[src/rtl/imem_loader.sv]
// -----------------------------------------------------------------------------
// imem_loader
//
// Boot-time instruction memory loader. Takes a byte stream (most significant
// byte of each word first), packs four bytes into a 32-bit word, and writes
// each word into instruction memory at consecutive word-aligned byte addresses
// starting at BASE. The CPU is held off from fetching until a load completes.
//
// Parameters
//   DEPTH      instruction memory capacity in 32-bit words
//   BASE       byte address of the first loaded word
//
// Ports
//   clk        single clock, rising edge
//   rst        asynchronous active-high reset
//   start      one-cycle request to begin a load (honoured in IDLE/DONE only)
//   load_len   number of words to load, sampled with an accepted start
//   byte_valid byte_data holds a valid byte
//   byte_data  program byte stream
//   byte_ready loader accepts a byte this cycle
//   mem_we     instruction memory write strobe
//   mem_addr   word-aligned byte address of the write
//   mem_wdata  assembled instruction word
//   busy       load in progress
//   done       last load completed
//   err        last start was rejected (bad length)
//   cpu_hold   CPU held from fetching
// -----------------------------------------------------------------------------
module imem_loader #(
  parameter int unsigned DEPTH = 256,
  parameter logic [31:0] BASE  = 32'h0000_0000
) (
  input  logic        clk,
  input  logic        rst,
  input  logic        start,
  input  logic [15:0] load_len,
  input  logic        byte_valid,
  input  logic [7:0]  byte_data,
  output logic        byte_ready,
  output logic        mem_we,
  output logic [31:0] mem_addr,
  output logic [31:0] mem_wdata,
  output logic        busy,
  output logic        done,
  output logic        err,
  output logic        cpu_hold
);

  typedef enum logic [1:0] {
    S_IDLE,
    S_COLLECT,
    S_WRITE,
    S_DONE
  } state_t;

  state_t      state;
  state_t      state_next;

  logic [15:0] len_q;
  logic [15:0] index_q;
  logic [15:0] index_inc;
  logic [1:0]  byte_cnt;
  logic [23:0] partial_q;

  logic        start_acc;
  logic        len_bad;
  logic        xfer;
  logic        last_byte;

  // Handshake and start qualification. A start is only honoured when no load
  // is underway; the length check is done against the full 16-bit request so
  // a zero or oversize length can never begin collecting bytes.
  always_comb begin
    start_acc  = start && ((state == S_IDLE) || (state == S_DONE));
    len_bad    = (load_len == 16'd0) || ({16'd0, load_len} > DEPTH);
    xfer       = byte_valid && (state == S_COLLECT);
    last_byte  = xfer && (byte_cnt == 2'd3);
    index_inc  = index_q + 16'd1;
  end

  // State register.
  always_ff @(posedge clk or posedge rst) begin
    if (rst) begin
      state <= S_IDLE;
    end else begin
      state <= state_next;
    end
  end

  // Next-state logic. A rejected start parks in IDLE so cpu_hold stays high.
  // WRITE always lasts exactly one cycle, then either finishes or returns to
  // collecting the next word.
  always_comb begin
    state_next = state;
    case (state)
      S_IDLE, S_DONE: begin
        if (start_acc) begin
          state_next = len_bad ? S_IDLE : S_COLLECT;
        end
      end
      S_COLLECT: begin
        if (last_byte) begin
          state_next = S_WRITE;
        end
      end
      S_WRITE: begin
        state_next = (index_inc == len_q) ? S_DONE : S_COLLECT;
      end
      default: begin
        state_next = S_IDLE;
      end
    endcase
  end

  // Datapath. The write address and data are captured on the edge of the
  // fourth byte so they are already stable for the whole WRITE cycle, and then
  // simply hold until the next word completes. Reset discards any partial word
  // and the latched length.
  always_ff @(posedge clk or posedge rst) begin
    if (rst) begin
      len_q     <= 16'd0;
      index_q   <= 16'd0;
      byte_cnt  <= 2'd0;
      partial_q <= 24'd0;
      mem_addr  <= BASE;
      mem_wdata <= 32'd0;
      err       <= 1'b0;
    end else begin
      if (start_acc) begin
        err <= len_bad;
        if (!len_bad) begin
          len_q    <= load_len;
          index_q  <= 16'd0;
          byte_cnt <= 2'd0;
        end
      end

      if (xfer) begin
        byte_cnt  <= byte_cnt + 2'd1;
        partial_q <= {partial_q[15:0], byte_data};
        if (last_byte) begin
          mem_wdata <= {partial_q, byte_data};
          mem_addr  <= BASE + {14'd0, index_q, 2'b00};
        end
      end

      if (state == S_WRITE) begin
        index_q  <= index_inc;
        byte_cnt <= 2'd0;
      end
    end
  end

  // Status outputs decode directly from the state register.
  always_comb begin
    byte_ready = (state == S_COLLECT);
    mem_we     = (state == S_WRITE);
    busy       = (state == S_COLLECT) || (state == S_WRITE);
    done       = (state == S_DONE);
    cpu_hold   = (state != S_DONE);
  end

endmodule

[config.mk]
export PLATFORM = sky130hd
export DESIGN_NAME = imem_loader
export DESIGN_NICKNAME = d
export VERILOG_FILES = /design/src/rtl/imem_loader.sv
export SDC_FILE = /design/constraint.sdc
export NUM_CORES = 1
export LEC_CHECK = 0
export ABC_AREA = 1
export ABC_CLOCK_PERIOD_IN_PS = 3600
export BUFFER_PORTS_ARGS = -buffer_cell sky130_fd_sc_hd__buf_4
export CAP_MARGIN = 20
export CORE_MARGIN = 1
export CORE_UTILIZATION = 40
export CTS_BUF_LIST = sky130_fd_sc_hd__clkbuf_2
export CTS_CLUSTER_SIZE = 8
export DETAILED_ROUTE_END_ITERATION = 6
export RECOVER_POWER = 100
export SLEW_MARGIN = 5
export SYNTH_ARGS = -nofsm -noshare
export SYNTH_HDL_FRONTEND = slang
export SYNTH_SLANG_ARGS = --single-unit
[constraint.sdc]
create_clock -name clk -period 3.6 [get_ports clk]
set_input_delay 0.72 -clock clk [delete_from_list [all_inputs] [get_ports clk]]
set_output_delay 0.72 -clock clk [all_outputs]
set_load 0.02 [all_outputs]
---- After elaboration in Yosys (flattened, before gate mapping) ----
Cells that the tools add are included.
word-level totals
  register bits after elaboration ......... 109
  output and inout bits ................... 70
  word-level logic and storage cells ...... 50
  input port bits ......................... 28
operators by class
  add/sub/neg operators ................... 2
  equality and inequality tests ........... 10
  reduce and logical (&&, ||, !) cells .... 16
  multiplexer cells ....................... 12
  $lt $le $gt $ge ......................... 1
  bitwise gates (word level) .............. 1
operators with widths
  kind                                                                   count
  16-bit two-way mux                                                     3
  16-bit by 1-bit adder with 16-bit output, second input constant        1
  16-bit equality test                                                   1
  16-bit by 9-bit > comparator with 1-bit output, second input constant  1
  16-bit logical NOT                                                     1
  2-bit two-way mux                                                      7
  2-bit AND reduction                                                    5
  2-bit equality test, second input constant                             3
  2-bit != test, second input constant                                   3
  2-bit case mux with 3 select lines                                     1
  1-bit logical AND                                                      3
  1-bit logical OR                                                       3
  3-bit by 2-bit != test with 1-bit output, second input constant        1
  3-bit nonzero test                                                     1
  2-bit by 1-bit adder with 2-bit output, second input constant          1
  2-bit by 1-bit equality test with 1-bit output, second input constant  1
  2-bit logical NOT                                                      1
  2-bit by 1-bit != test with 1-bit output, second input constant        1
  2-bit nonzero test                                                     1
  2-bit OR reduction                                                     1
  1-bit two-way mux                                                      1
  1-bit inverter                                                         1

---- Logic depth before layout (Yosys ltp) ----
Gate-level depths: netlist (run 1).
  depth in word-level cells ............... 6
  mapped depth ............................ 15
  mapped depth without buffers ............ 15

---- Least setup slack after synthesis (run 1) ----
OpenSTA, ideal clock, no wires.
  path type ............................... input port to flip-flop
  start point ............................. input port load_len[10]
  end point ............................... register index_q[10]
  stages .................................. 10
  data arrival time ....................... 1737 ps
  library setup time ...................... 135 ps
  required time ........................... 3465 ps
  path buffers ............................ 1
  path slack .............................. 1728 ps
  cells stage by stage .................... or2_1 nor3_1 nand4_1 nand2_1 nand2_1 inv_1 nand3_2 nand2_2 buf_4 o22ai_1
between the ends
  longest elaborated chain between the ends .. 4
  elaborated cells on any way between the ends .. 5
  those cells by class .................... order compare (1); eq/ne (1); reduce/logical (3)
RTL lines
  item                                                                                  line  source
  start: declaration                                                                    36    input logic [15:0] load_len,
  16-bit by 9-bit > comparator with 1-bit output or 16-bit logical NOT (tied branches)  75    len_bad = (load_len == 16'd0) || ({16'd0, load_len} > DEPTH);
  1-bit logical OR (*)                                                                  75
  2-bit != test (no line) (*)                                                           -
  2-bit AND reduction (no line) (*)                                                     -
  end signal: assignment                                                                148   index_q <= index_inc;
  end: declaration                                                                      60    logic [15:0] index_q;
Every way passes the cells marked *; elsewhere a longest branch is shown, timed or not.
A chain may end at the register's enable or synchronous reset.

---- Final worst setup path (run 1) ----
  start point ............................. register state[0]
  end point ............................... output port mem_we
between the ends
  longest elaborated chain between the ends .. 1
RTL lines
  item                      line  source
  start: declaration        56    state_t state;
  start signal: assignment  86    state <= state_next;
  2-bit equality test       157   mem_we = (state == S_WRITE);
  end: declaration          40    output logic mem_we,
Every way passes these cells.

==> impl_metrics.json, run 1 <==
{
  "synth_top_flop_cell": "sky130_fd_sc_hd__dfrtp_1",
  "slowest_delay_ps": 500,
  "final_min_period_over_clock_period": 0.7799,
  "drv_slew": 109,
  "achievable-frequency_mhz": 356.2,
  "yosysMostFrequentCell": "sky130_fd_sc_hd__nand2_1",
  "post_synth_instance_area_um2": 4997,
  "cts_setup_buffers": 0,
  "cp_buf_inv_count": 3,
  "cts_buffers": 9,
  "skew_final_ps": 45.40,
  "place.port_buffers": 81,
  "worstHoldPathType": "input port to flip-flop",
  "synth-seq-cells": 109,
  "clock_latency_of_the_later_clocked_register_in_the_worst_skew_pair_ps": 610,
  "floorplan.die_area_um2": 12940,
  "drt-total-wl_um": 11000,
  "final.setup.tns_ps": 0,
  "insertedDiodeCount": 0,
  "grt_setup_unrepaired": "no",
  "worstPathCellList": "inv_1 > ha_1 > clkbuf_1 > buf_4",
  "core_area_um2": 12110,
  "antenna_found_initial": 0,
  "synth.avg_cell_area_um2": 8.301,
  "status": "finished with violations",
  "placement.setup.worst_slack_ps": 1028,
  "cts.sinks": 109,
  "grt_first_pass_wirelength_um": 18550,
  "gpl.final_weighted_congestion": 0.7974,
  "grt_pass1_vias": 3898,
  "worst_pin_slew_ps": 2583,
  "synth_top_cell_area_share": 0.5458,
  "layout.filler_cells": 1289,
  "crit_required_ps": 2880,
  "fin_nets": 711,
  "timing.slew.headroom": -0.7317,
  "finalHoldViolations": 0,
  "grt_overflow": 0,
  "power_per_cell_area_nw_per_um2": 405.0,
  "post_route_drc": 0,
  "min_period_ps": 2808,
  "synth-warning-count": 0,
  "synthTopCellsByCount": "191 x sky130_fd_sc_hd__nand2_1, 109 x sky130_fd_sc_hd__dfrtp_1, 76 x sky130_fd_sc_hd__o21ai_0, 74 x sky130_fd_sc_hd__inv_1, 32 x sky130_fd_sc_hd__nand3_1",
  "cell_taking_the_most_area_after_synthesis": "sky130_fd_sc_hd__dfrtp_1",
  "cts_root_buf": "sky130_fd_sc_hd__clkbuf_2",
  "synth.top_cells.by_area": "sky130_fd_sc_hd__dfrtp_1 55%, sky130_fd_sc_hd__nand2_1 14%, sky130_fd_sc_hd__o21ai_0 7.6%",
  "layout_cells_sized_above_1": 0.09370,
  "hpwl_reported_at_the_end_of_detailed_placement_um": 7859,
  "layout.area.seq_um2": 2728,
  "clkSlewWorstSetupHoldPaths_ps": 320,
  "worst_path_dominant_cell_family": "buffers and inverters",
  "power.share.sequential": 0.562,
  "clock_power_share": 0.267,
  "drt_iter0_drc": 180,
  "setup.worst_path.start_class": "flip-flop",
  "drt_pass1_iterations": 4,
  "cp.arrival_ps": 2090,
  "drt.antenna.violating_nets": 0,
  "combinationalPowerShare": 0.171,
  "start_util": 0.4126,
  "synth_cell_types": 30,
  "maximum_net_fanout_on_the_critical_path": 10,
  "ctsLongestPathBuffers": 2,
  "switching_share": 0.3160,
  "setup-violations-final": 0,
  "timing.final.ws_setup_ps": 792.3,
  "globalRouteTotalUtil": 0.1830,
  "worstSetupEndpointType": "output port",
  "viasPerCell": 4.697,
  "tritoncts": "yes",
  "cts_htree_levels": 3,
  "critical_path_cell_with_the_highest_stage_delay": "sky130_fd_sc_hd__dfrtp_1",
  "violations": "capacitance limit, slew limit",
  "postCtsResizedCells": 0,
  "synthArstFlopShare": 1.000,
  "route.vias.total": 3997,
  "switching_pwr_uw": 720.1,
  "io_pins": 98,
  "placement_rows": 40,
  "die_h_um": 113.8,
  "cts.hold.buffers_added": 0,
  "synth_enable_flop_cells": 0,
  "yosysSeqAreaShare": 0.5458,
  "drv_cap": 2,
  "power_leakage_uw": 0.002901,
  "ir_drop_mv": 0.2756,
  "reg2reg_slack_ps": 1050,
  "layout_area_growth_over_synthesis_pct": 12.57,
  "area_of_combinational_cells_with_multiple_inputs_um2": 1831,
  "critPathKind": "flip-flop to output port",
  "wire_per_inst_um": 12.92,
  "internal_power_uw": 1558,
  "die-width_um": 113.8,
  "grt_start_max_net_pins": 59,
  "syn-instance-count": 602
}
## metal layers
layer / GRT usage / up-vias / wire (um)
met4: 0.06147 / 0 / 206
li1: - / 2021 / -
met5: 0 / - / 0
met1: 0.2271 / 1869 / 4904
met2: 0.3073 / 89 / 5279
met3: 0.05260 / 18 / 608
## sequential cells by signal, summed over array words and instances, names as in the netlist
| signal | count |
|---|---|
| byte_cnt | 2 |
| err | 1 |
| index_q | 16 |
| len_q | 16 |
| mem_addr | 16 |
| mem_wdata | 32 |
| partial_q | 24 |
| state | 2 |
## final timing paths
| kind | start | endpoint | cells past startpoint |
|---|---|---|---|
| worst max register to register | state[1]$_DFFE_PP0P_ | mem_wdata[19]$_DFFE_PP0P_ | 7 |
| worst max-delay path | state[0]$_DFFE_PP0P_ | mem_we | 4 |
| min in group asynchronous | rst | mem_wdata[14]$_DFFE_PP0P_ | 2 |
| max in group asynchronous | rst | mem_wdata[4]$_DFFE_PP0P_ | 2 |
| worst min-delay path | load_len[5] | len_q[5]$_DFFE_PP0P_ | 3 |
| worst min register to register | partial_q[20]$_DFFE_PP0P_ | mem_wdata[28]$_DFFE_PP0P_ | 2 |
## worst min-delay path, stage by stage
cell and delay [ps]:
sky130_fd_sc_hd__buf_4 80, sky130_fd_sc_hd__nand2_1 40, sky130_fd_sc_hd__o21ai_0 50
## area by class of cell
class / count / share of cell area
well taps: 168 / 0.03737
clock buffers: 9 / 0.008007
clock inverters: 7 / 0.01423
repair buffers: 85 / 0.07851
multi-input cells: 396 / 0.3254
inverters: 77 / 0.05160
flip-flops and latches: 109 / 0.4849
## cell families after synthesis
family	count (synthesis)	synth area share
XOR/XNOR	2	0.003506
AO/OA/AOI/OAI	98	0.1022
other	1	0.0007504
flip-flops	109	0.5458
AND/OR/NAND/NOR	275	0.2371
adder cells (fa/ha/maj)	5	0.01252
buffers and inverters	112	0.09815
## power groups by stage
stage / Combinational [uW] / Clock (uW) / Sequential (uW)
final: 389 / 609 / 1280
after global routing: 452 / 672 / 1290
after CTS: 391 / 634 / 1280
after detailed placement: 390 / 0 / 1300
after global placement: 377 / 0 / 1300
after floorplan: 308 / 0 / 1290
## per-stage QoR
step                      std cells  power [uW]  instance area [um^2]  utilization  hold WS [ps]
after floorplan                 617        1600                  5054            -         442.2
after global placement          835        1676                  5718       0.4721         456.1
after detailed placement        835        1689                  5718       0.4721         462.1
after CTS                       851        2305                  5843       0.4824         140.6
after global routing            851        2411                  5625       0.4645         262.6
final                           851        2279                  5625       0.4645         324.7
## layout by cell type (no fill, tap or decap), types with 2 or more instances in the layout
cell | netlist | final
sky130_fd_sc_hd__clkbuf_2 | 0 | 10
sky130_fd_sc_hd__o22ai_1 | 9 | 9
sky130_fd_sc_hd__inv_2 | 2 | 2
sky130_fd_sc_hd__conb_1 | 1 | 16
sky130_fd_sc_hd__nor2_4 | 4 | 4
sky130_fd_sc_hd__nor2_2 | 3 | 3
sky130_fd_sc_hd__nand2_2 | 6 | 6
sky130_fd_sc_hd__o21ai_0 | 76 | 83
sky130_fd_sc_hd__nand3_1 | 32 | 33
sky130_fd_sc_hd__o211ai_1 | 2 | 2
sky130_fd_sc_hd__ha_1 | 5 | 5
sky130_fd_sc_hd__nor2_1 | 21 | 21
sky130_fd_sc_hd__clkinv_1 | 1 | 2
sky130_fd_sc_hd__nand3b_1 | 3 | 3
sky130_fd_sc_hd__inv_1 | 74 | 73
sky130_fd_sc_hd__buf_4 | 17 | 27
sky130_fd_sc_hd__nand2_1 | 191 | 191
sky130_fd_sc_hd__clkbuf_1 | 13 | 55
sky130_fd_sc_hd__inv_6 | 0 | 3
sky130_fd_sc_hd__dfrtp_1 | 109 | 109
sky130_fd_sc_hd__a21oi_1 | 2 | 2
sky130_fd_sc_hd__nand4_1 | 10 | 10
No activity file was read; power rests on OpenSTA's default activity.
==> run 2: changes to the inputs <==
Settings changed: ABC_CLOCK_PERIOD_IN_PS 3600 to 2650.
Clock period 3.6 ns to 2.65 ns, I/O delays scaled along.
==> impl_metrics.json, run 2 (same netlist as run 1, synthesis figures left out) <==
{
  "layout.filler_cells": 1291,
  "largest_reg_flops": 32,
  "setup-violations-final": 0,
  "violations": "capacitance limit, slew limit",
  "start_util": 0.4126,
  "io_pins": 98,
  "cts_buffers": 9,
  "power.share.sequential": 0.551,
  "min_period_ps": 2430,
  "status": "finished with violations",
  "cp.arrival_ps": 1900,
  "drt-total-wl_um": 11270,
  "placement.setup.worst_slack_ps": 528.1,
  "internal_power_uw": 2209,
  "die-width_um": 113.8,
  "final_min_period_over_clock_period": 0.9169,
  "placement_rows": 40,
  "drv_slew": 35,
  "grtUsageMet3": 0.07014,
  "ctsLongestPathBuffers": 2,
  "fin_nets": 716,
  "worst_setup_path_startpoint": "state[0]$_DFFE_PP0P_",
  "ir_drop_mv": 0.3771,
  "tritoncts": "yes",
  "largest_registers": "mem_wdata: 32 flops, partial_q: 24 flops",
  "maximum_net_fanout_on_the_critical_path": 5,
  "post_layout_util": 0.4702,
  "place.port_buffers": 81,
  "achievable-frequency_mhz": 411.5,
  "critical_path_cell_with_the_highest_stage_delay": "sky130_fd_sc_hd__dfrtp_1",
  "hpwl_reported_at_the_end_of_detailed_placement_um": 8053,
  "insertedDiodeCount": 0,
  "critPathKind": "flip-flop to output port",
  "grt_busiest_layer": "met2",
  "crit_top_cell": "sky130_fd_sc_hd__inv_1",
  "layout_area_growth_over_synthesis_pct": 13.97,
  "globalRouteMet1Util": 0.2331,
  "switching_pwr_uw": 949.2,
  "grt_first_pass_wirelength_um": 19100,
  "drt_pass1_iterations": 4,
  "finalHoldViolations": 0,
  "layout.cells.most_common": "sky130_fd_sc_hd__nand2_1",
  "regToRegStartpoint": "state[1]$_DFFE_PP0P_",
  "timing.slew.headroom": -0.1206,
  "grt_start_max_net_pins": 90,
  "route.vias.total": 4042,
  "skew_final_ps": 56.54,
  "worstSetupEndpointType": "output port",
  "power_per_cell_area_nw_per_um2": 554.4,
  "grt_overflow": 0,
  "power_leakage_uw": 0.002934,
  "worst_path_dominant_cell_family": "flip-flops",
  "worst_pin_slew_ps": 1672,
  "floorplan.die_area_um2": 12940,
  "registers.top_by_ff_count": "mem_wdata",
  "drv_cap": 1,
  "viasPerCell": 4.722,
  "crit_required_ps": 2120,
  "grt_pass1_vias": 3959,
  "core_area_um2": 12110,
  "globalRouteTotalUtil": 0.1896,
  "switching_share": 0.3006,
  "layout_cells_sized_above_1": 0.09738,
  "grt_setup_unrepaired": "no",
  "die_h_um": 113.8,
  "gpl.final_weighted_congestion": 0.7858,
  "drt_iter0_drc": 175,
  "final.setup.tns_ps": 0,
  "hp-start": "load_len[5]",
  "cts_htree_levels": 3,
  "clkSlewWorstSetupHoldPaths_ps": 290,
  "worstPathCellList": "inv_1 > ha_1 > inv_1 > clkbuf_1",
  "worstHoldPathType": "input port to flip-flop",
  "cts.sinks": 109,
  "met2_track_utilization_from_global_routing": 0.3106,
  "antenna_found_initial": 0,
  "timing.final.ws_setup_ps": 220.1,
  "clock_latency_of_the_later_clocked_register_in_the_worst_skew_pair_ps": 620,
  "post_route_drc": 0,
  "cp_buf_inv_count": 3,
  "wire_per_inst_um": 13.17,
  "setup.worst_path.start_class": "flip-flop",
  "final_cell_mix": "192 x sky130_fd_sc_hd__nand2_1, 109 x sky130_fd_sc_hd__dfrtp_1, 82 x sky130_fd_sc_hd__o21ai_0, 73 x sky130_fd_sc_hd__inv_1, 55 x sky130_fd_sc_hd__clkbuf_1",
  "cts_root_buf": "sky130_fd_sc_hd__clkbuf_2",
  "combinationalPowerShare": 0.167,
  "slowest_delay_ps": 470,
  "drt.antenna.violating_nets": 0,
  "clock_power_share": 0.281,
  "postCtsResizedCells": 0
}
-- run 2: repair_timing --
item | CTS | global route
buffers inserted | 0 | 0
endpoints found under the hold margin | 17 | 1
hold buffers | 1 | 1
-- run 2: path summary, 6_finish.rpt --
check | to | slack (ps) | depth (start not counted)
worst max-delay path | busy | 220 | 4
worst min-delay path | len_q[5]$_DFFE_PP0P_ | 110 | 3
worst max register to register | state[0]$_DFFE_PP0P_ | 440 | 9
worst min register to register | mem_wdata[27]$_DFFE_PP0P_ | 480 | 2
max in group asynchronous | mem_addr[10]$_DFFE_PP0P_ | 940 | 4
min in group asynchronous | mem_wdata[13]$_DFFE_PP0P_ | 830 | 3
-- run 2: metal layers --
| metal | wire length [um] | vias up |
|---|---|---|
| li1 | - | 2033 |
| met1 | 5016 | 1913 |
| met2 | 5420 | 82 |
| met3 | 626 | 14 |
| met4 | 209 | 0 |
| met5 | 0 | - |
-- run 2: cell type report --
| class | instances | area [um^2] | share of cell area |
|---|---|---|---|
| inverter | 77 | 290.3 | 0.05097 |
| tap | 168 | 210.2 | 0.03691 |
| clock buffer | 10 | 50.05 | 0.008787 |
| clock inverter | 6 | 92.59 | 0.01626 |
| sequential | 109 | 2728 | 0.4789 |
| timing repair buffer | 90 | 496.7 | 0.08721 |
| multi-input combinational | 396 | 1828 | 0.3210 |
-- run 2: power by group through the flow --
stage | clock [uW] | combinational, uW | sequential [uW]
finish | 889 | 529 | 1740
CTS | 928 | 532 | 1740
global route | 981 | 613 | 1750
global placement | 0 | 516 | 1760
floorplan | 0 | 419 | 1760
detailed placement | 0 | 529 | 1770
-- run 2: worst min-delay path, stage by stage --
cell	delay (ps)
sky130_fd_sc_hd__buf_4	80
sky130_fd_sc_hd__nand2_1	40
sky130_fd_sc_hd__o21ai_0	60
-- run 2: through the flow --
step	total power, uW	hold WS [ps]	cells	area, um^2
after floorplan	2175	442.2	617	5057
after global placement	2281	454.3	838	5767
after detailed placement	2295	462.2	838	5767
after CTS	3200	29.72	855	5919
after global routing	3342	43.61	856	5695
final	3158	112.5	856	5695
